$ cat src/rtl/serial_addsub_pkg.sv
// Shared state encoding and full-adder truth tables for the bit-serial add/sub unit.
package serial_addsub_pkg;

  typedef enum logic [1:0] {
    IDLE = 2'd0,
    RUN  = 2'd1,
    DONE = 2'd2
  } state_t;

  // Indexed by {a, b, cin}: sum is odd parity, carry is majority.
  localparam logic [7:0] FA_SUM_TT   = 8'h96;
  localparam logic [7:0] FA_CARRY_TT = 8'hE8;

endpackage

$ cat src/rtl/mux_8x1.sv
// 8:1 multiplexer used as a 3-input truth-table lookup.
module mux_8x1 (
  input  logic [7:0] d,
  input  logic [2:0] s,
  output logic       y
);

  assign y = d[s];

endmodule

$ cat src/rtl/serial_addsub_mux.sv
// Bit-serial (LSB first) adder/subtractor built around one mux-based full-adder cell.
// Define SERIAL_ADDSUB_OVF_EN to add the two's-complement overflow output ovf.
module serial_addsub_mux
  import serial_addsub_pkg::*;
#(
  parameter int WIDTH = 8
) (
  input  logic             clk,
  input  logic             rst,
  input  logic             start,
  input  logic             sub,
  input  logic [WIDTH-1:0] a,
  input  logic [WIDTH-1:0] b,
  output logic             busy,
  output logic             done,
  output logic [WIDTH-1:0] result,
  output logic             cout
`ifdef SERIAL_ADDSUB_OVF_EN
  ,output logic            ovf
`endif
);

  localparam int CW = (WIDTH > 1) ? $clog2(WIDTH) : 1;

  state_t           state;
  logic [WIDTH-1:0] sh_a, sh_b, acc;
  logic             carry;
  logic [CW-1:0]    cnt;
  logic [2:0]       sel;
  logic             s, c;

  assign sel = {sh_a[0], sh_b[0], carry};

  mux_8x1 u_sum   (.d(FA_SUM_TT),   .s(sel), .y(s));
  mux_8x1 u_carry (.d(FA_CARRY_TT), .s(sel), .y(c));

  assign busy = (state == RUN);
  assign done = (state == DONE);

  always_ff @(posedge clk) begin
    if (rst) begin
      state  <= IDLE;
      sh_a   <= '0;
      sh_b   <= '0;
      acc    <= '0;
      carry  <= 1'b0;
      cnt    <= '0;
      result <= '0;
      cout   <= 1'b0;
`ifdef SERIAL_ADDSUB_OVF_EN
      ovf    <= 1'b0;
`endif
    end else begin
      case (state)
        IDLE: if (start) begin
          // Subtract as a + ~b + 1: the +1 enters through the initial carry.
          sh_a  <= a;
          sh_b  <= sub ? ~b : b;
          carry <= sub;
          cnt   <= '0;
          state <= RUN;
        end
        RUN: begin
          sh_a  <= sh_a >> 1;
          sh_b  <= sh_b >> 1;
          acc   <= {s, acc[WIDTH-1:1]};
          carry <= c;
          cnt   <= cnt + 1'b1;
          if (cnt == CW'(WIDTH - 1)) begin
            result <= {s, acc[WIDTH-1:1]};
            cout   <= c;
`ifdef SERIAL_ADDSUB_OVF_EN
            // carry still holds the carry into the MSB at this point.
            ovf    <= carry ^ c;
`endif
            cnt    <= '0;
            state  <= DONE;
          end
        end
        DONE:    state <= IDLE;
        default: state <= IDLE;
      endcase
    end
  end

endmodule

$ cat config.mk
export PLATFORM = sky130hd
export DESIGN_NAME = serial_addsub_mux
export DESIGN_NICKNAME = d
export VERILOG_FILES = /design/src/rtl/serial_addsub_pkg.sv /design/src/rtl/mux_8x1.sv /design/src/rtl/serial_addsub_mux.sv
export SDC_FILE = /design/constraint.sdc
export NUM_CORES = 1
export LEC_CHECK = 0
export CAP_MARGIN = 20
export CORE_AREA = 3 3 80 82
export DETAILED_ROUTE_END_ITERATION = 6
export DIE_AREA = 0 0 83 85
export GPL_ROUTABILITY_DRIVEN = 1
export HOLD_SLACK_MARGIN = 0.02
export PLACE_DENSITY = 0.5
export SLEW_MARGIN = 20
export SYNTH_ARGS = -nofsm -noshare
export SYNTH_HDL_FRONTEND = slang
export SYNTH_HIERARCHICAL = 1
export SYNTH_SLANG_ARGS = --single-unit
$ cat constraint.sdc
create_clock -name clk -period 4.25 [get_ports clk]
set_clock_uncertainty 0.2 [all_clocks]
set_input_delay 0.85 -clock clk [delete_from_list [all_inputs] [get_ports clk]]
set_output_delay 0.85 -clock clk [all_outputs]
set_load 0.02 [all_outputs]
* Word-level counts from Yosys, hierarchy flattened
Memories as Yosys holds them, arrays and structs flattened. A register that Yosys moved wholly into a read port is not among the register bits. Index checks and enable logic that the tools add are counted. Widths: inputs -> output; s select.
Operators by class: $add $sub $neg 1, $lt $le $gt $ge 1, equal/unequal tests 5, mux-type cells 19, bitwise operators 1, reduce and logical (&&, ||, !) cells 5
Operators with widths (count):
- $pmux 8 s2 | 2
- $mux 8 | 3
- $mux 3 | 6
- $not 8->8 | 1
- $pmux 3 s2 | 1
- $reduce_and 2->1 | 3
- $lt 3x4->1 const B | 1
- $mux 2 | 2
- $pmux 2 s2 | 1
- $add 3x1->3 const B | 1
- $eq 3x3->1 const B | 1
- $mux 1 | 3
- $eq 2x1->1 const B | 1
- $eq 2x2->1 const B | 1
- $logic_not 2->1 | 1
- $ne 2x1->1 const B | 1
- $ne 2x2->1 const B | 1
- $pmux 1 s2 | 1
- $reduce_bool 2->1 | 1
Word-level totals: bits in registers 39, bits in read-only memories 16, input bits 20, output and inout bits 11, memories 2
Memories:
- (no name shown) | words 8, width 1, read ports 1, clocked after memory_dff 1, wr ports 0, RTL line mux_8x1.sv:8 | assign y = d[s];
- (no name shown) | words 8, width 1, read ports 1, clocked after memory_dff 1, wr ports 0, RTL line mux_8x1.sv:8

* Depth between registers and ports, before layout
depth after elaboration 6, gate-level depth with buffers 6, gate-level depth less buffers 5

* Cells and area by module
The synthesis kept the hierarchy.
By module, submodules not included:
- serial_addsub_mux | instances 1, cells each 180, area each 1599.0 µm², seq. area each 760.7 µm²
- mux_8x1 | instances 2, cells each 3, area each 63.8 µm², seq. area each 0.0 µm²

* Worst setup path before layout
No wires, ideal clock.
kind reg2out, start point register state[1], end point output done, arrival time 0.929 ns, data required time 3.200 ns, path slack 2.271 ns, stages on the path, launching flop included 3, path buffers 0, cell sequence dfxtp_1 -> clkinv_1 -> nor2_1
Between the ends: cells in the longest elaborated chain, start to end 1
Ends and longest elaborated chain:
- start, declared | RTL line serial_addsub_mux.sv:25 | state_t state;
- start signal, assigned | RTL line serial_addsub_mux.sv:42 | state <= IDLE;
- start signal, assigned | RTL line serial_addsub_mux.sv:61 | state <= RUN;
- start signal, assigned | RTL line serial_addsub_mux.sv:77 | state <= DONE;
- $eq 2x2->1 | RTL line serial_addsub_mux.sv:38 | assign done = (state == DONE);
- end, declared | RTL line serial_addsub_mux.sv:15 | output logic done,
Every way passes these cells.

* Worst setup path in the final report
start point register state[0], end point output busy
Between the ends: cells in the longest elaborated chain, start to end 1
Ends and longest elaborated chain:
- $eq 2x1->1 | RTL line serial_addsub_mux.sv:37 | assign busy = (state == RUN);
- end, declared | RTL line serial_addsub_mux.sv:14 | output logic busy,
Every way passes these cells.

==> qor.yml <==
outcome: "completed"
syn_area_per_cell_sq_um: 9.28
wl_per_cell_microns: 12.0
final-hold-violation-count: 0
fmax_ghz: 0.308
overflow: 0
placedCellCount: 293
fp.dieH_microns: 85
worstPathArrival_ns: 2.20
clock-sinks: 38
post_cts_buffers: 0
multi_input_area_sq_um: 920
post_drt_via_cell_ratio: 4.62
internal_power_w: 0.000558
leakagePower_nw: 0.779
setup_viol: 0
initial_core_util: 0.297
clockBufferDepth: 2
numCtsBuffers: 5
fillers: 643
p_switching_w: 0.000189
num_vias: 1392
path_delay_family: "buffers and inverters"
hp-class: "reg -> reg"
yosysSeqAreaShare: 0.441
slowest_stage: "dfxtp_1"
yosys.area.top_type: "dfxtp_1"
clock_latency_ns: 0.29
diodes: 0
dr.pass1.iters: 4
hpwl_microns: 2560
yosysTopAreaCellShare: 0.441
tritoncts: "done"
cts-root-buf: "clkbuf_8"
dieWidth_microns: 83
synth.area.top_cells: "dfxtp_1, mux4_1, nor2_1"
design.die.area_sq_um: 7060
drv_slew: 0
drtAntennaViolNets: 0
fin_crit_sh: 0.764
synthCells: 186
critPathCaptureType: "output port"
yosys_most_used_dff: "dfxtp_1"
hold_buffers: 0
htreeDepth: 2
cts.clk_slew.worst_paths_ns: 0.07
p_comb_frac: 0.137
async_flop_share: 0
final_cells: 301
setup_tns_ns: 0
path_class: "reg -> out"
yosysMostFrequentCell: "dfxtp_1"
finalPower_w: 0.000748
finalWirelength_microns: 3610
area_growth_pct: 26.8
ys_seq_elements: 38
synth_enable_flop_cells: 0
crit_required_ns: 3.20
grt_usage: 0.111
io_buffers: 30
num_rows: 28
slew_headroom: 0.393
seqCellArea_sq_um: 761
first_global_vias: 1347
yosys-top-cells-count: "dfxtp_1, nor2_1, nand2_1"
critPathLaunchType: "flop"
crit_chain: "nand2b_1, inv_6, clkdlybuf4s50_1"
grt_antenna_before_repair: 0
tightestPinTransition_ns: 0.909
synthesis.area_sq_um: 1730
gp_congestion: 0.688
cp_num_buf_inv: 2
drcViolationCount: 0
cts_resized: 0
ys_types: 32
path_max_fanout: 26
fin_nets: 247
critPathMaxStageDelay_ns: 0.64
grt_pass1_wl_microns: 6400
seqPwrFrac: 0.520
grt_max_degree: 27
drive_gt1_frac: 0.0708
netSwitchingFraction: 0.253
coreArea_sq_um: 5820
clkPwrFrac: 0.342
irDropWorstVdd_uv: 142
rsz0062_at_grt: "false"
ys_warn_count: 6
p_per_area_nw_per_um2: 341
drt_iter0_markers: 84
ioPinCount: 31
finalCriticalPeriod_ns: 3.25
cap_violations: 0
power groups by stage:
stage / combinational (W) / sequential [W] / clock (W)
finish: 0.000103 / 0.000389 / 0.000256
global route: 0.000116 / 0.000393 / 0.000277
detailed placement: 0.000104 / 0.000397 / 0
floorplan: 0.0000805 / 0.000391 / 0
CTS: 0.000104 / 0.000389 / 0.000268
global placement: 0.000104 / 0.000397 / 0
sequential cells by signal, summed over array words and instances, names as in the netlist:
register and count:
result 8, cnt 3, sh_b 8, carry 1
state 2, acc 7, cout 1, sh_a 8
stage by stage:
stage | setup WS (ns) | hold WS (ns) | cell area [sq um] | util
final | 1.00 | 0.253 | 2190 | 0.377
after global routing | 0.825 | 0.276 | 2190 | 0.377
after global placement | 1.34 | 0.246 | 2100 | 0.361
after detailed placement | 1.30 | 0.249 | 2100 | 0.361
after CTS | 0.982 | 0.257 | 2190 | 0.377
after floorplan | 2.27 | 0.237 | 1780 | -
kinds of logic (layout without fill, tap and decap cells):
family	count (synthesis)	count (layout)	synth area share
compound gates	53	53	0.211
xor+xnor	8	8	0.0406
fa+ha+maj	2	2	0.0145
buf+inv	16	42	0.0572
flops	38	38	0.441
mux	7	7	0.0797
other cells	2	16	0.00435
simple gates	60	60	0.152
placed cells by master, fill, tap and decap left out:
cell             count
conb_1              16
nand3b_2             1
o21bai_1             1
clkdlybuf4s50_1     30
nor3b_1              1
dfxtp_1             38
inv_2                1
xor2_1               1
o22ai_1              8
xnor2_1              7
clkinv_1             1
o21ai_0              1
clkbuf_1             1
clkbuf_8             6
mux2i_1              1
ha_1                 2
o21ba_2              1
o2bb2ai_1            7
a22oi_1             11
nand2_1             22
nand2b_1             3
buf_4                1
nand3_1              8
mux2_2               2
nor3b_2              1
a21oi_1             15
mux4_1               4
nor2_1              24
a22oi_2              1
inv_6                1
clkinv_2             1
a211oi_1             8
final cells by class:
class	instances	share of cell area
clock buffers	7	0.0394
clock inverters	1	0.00229
inverters	3	0.00743
multi-input cells	146	0.420
flip-flops and latches	38	0.347
well taps	75	0.0429
repair buffers	31	0.141
path summary, 6_finish.rpt:
check	endpoint	slack [ns]	from	cells past startpoint
max	busy	1.00	state[0]$_SDFFE_PP0P_	3
max reg2reg	sh_b[3]$_SDFFE_PP0P_	2.36	state[0]$_SDFFE_PP0P_	3
min reg2reg	result[2]$_SDFFE_PP0P_	0.25	result[2]$_SDFFE_PP0P_	2
min	result[2]$_SDFFE_PP0P_	0.25	result[2]$_SDFFE_PP0P_	2
metal layers:
layer  track usage  up-vias  share of wire
li1              -      727              -
met1         0.144      636           0.48
met2         0.171       23           0.46
met3        0.0350        6          0.042
met4        0.0446        0          0.017
met5             0        -              0
tightest hold or removal path: cells and delay by family, from the launching register on:
family | cells | cell delay, ns
AND/OR/NAND/NOR | 1 | 0.05
AO/OA/AOI/OAI | 1 | 0.05
flip-flops | 1 | 0.31
Power figures use the tool's default switching activity.
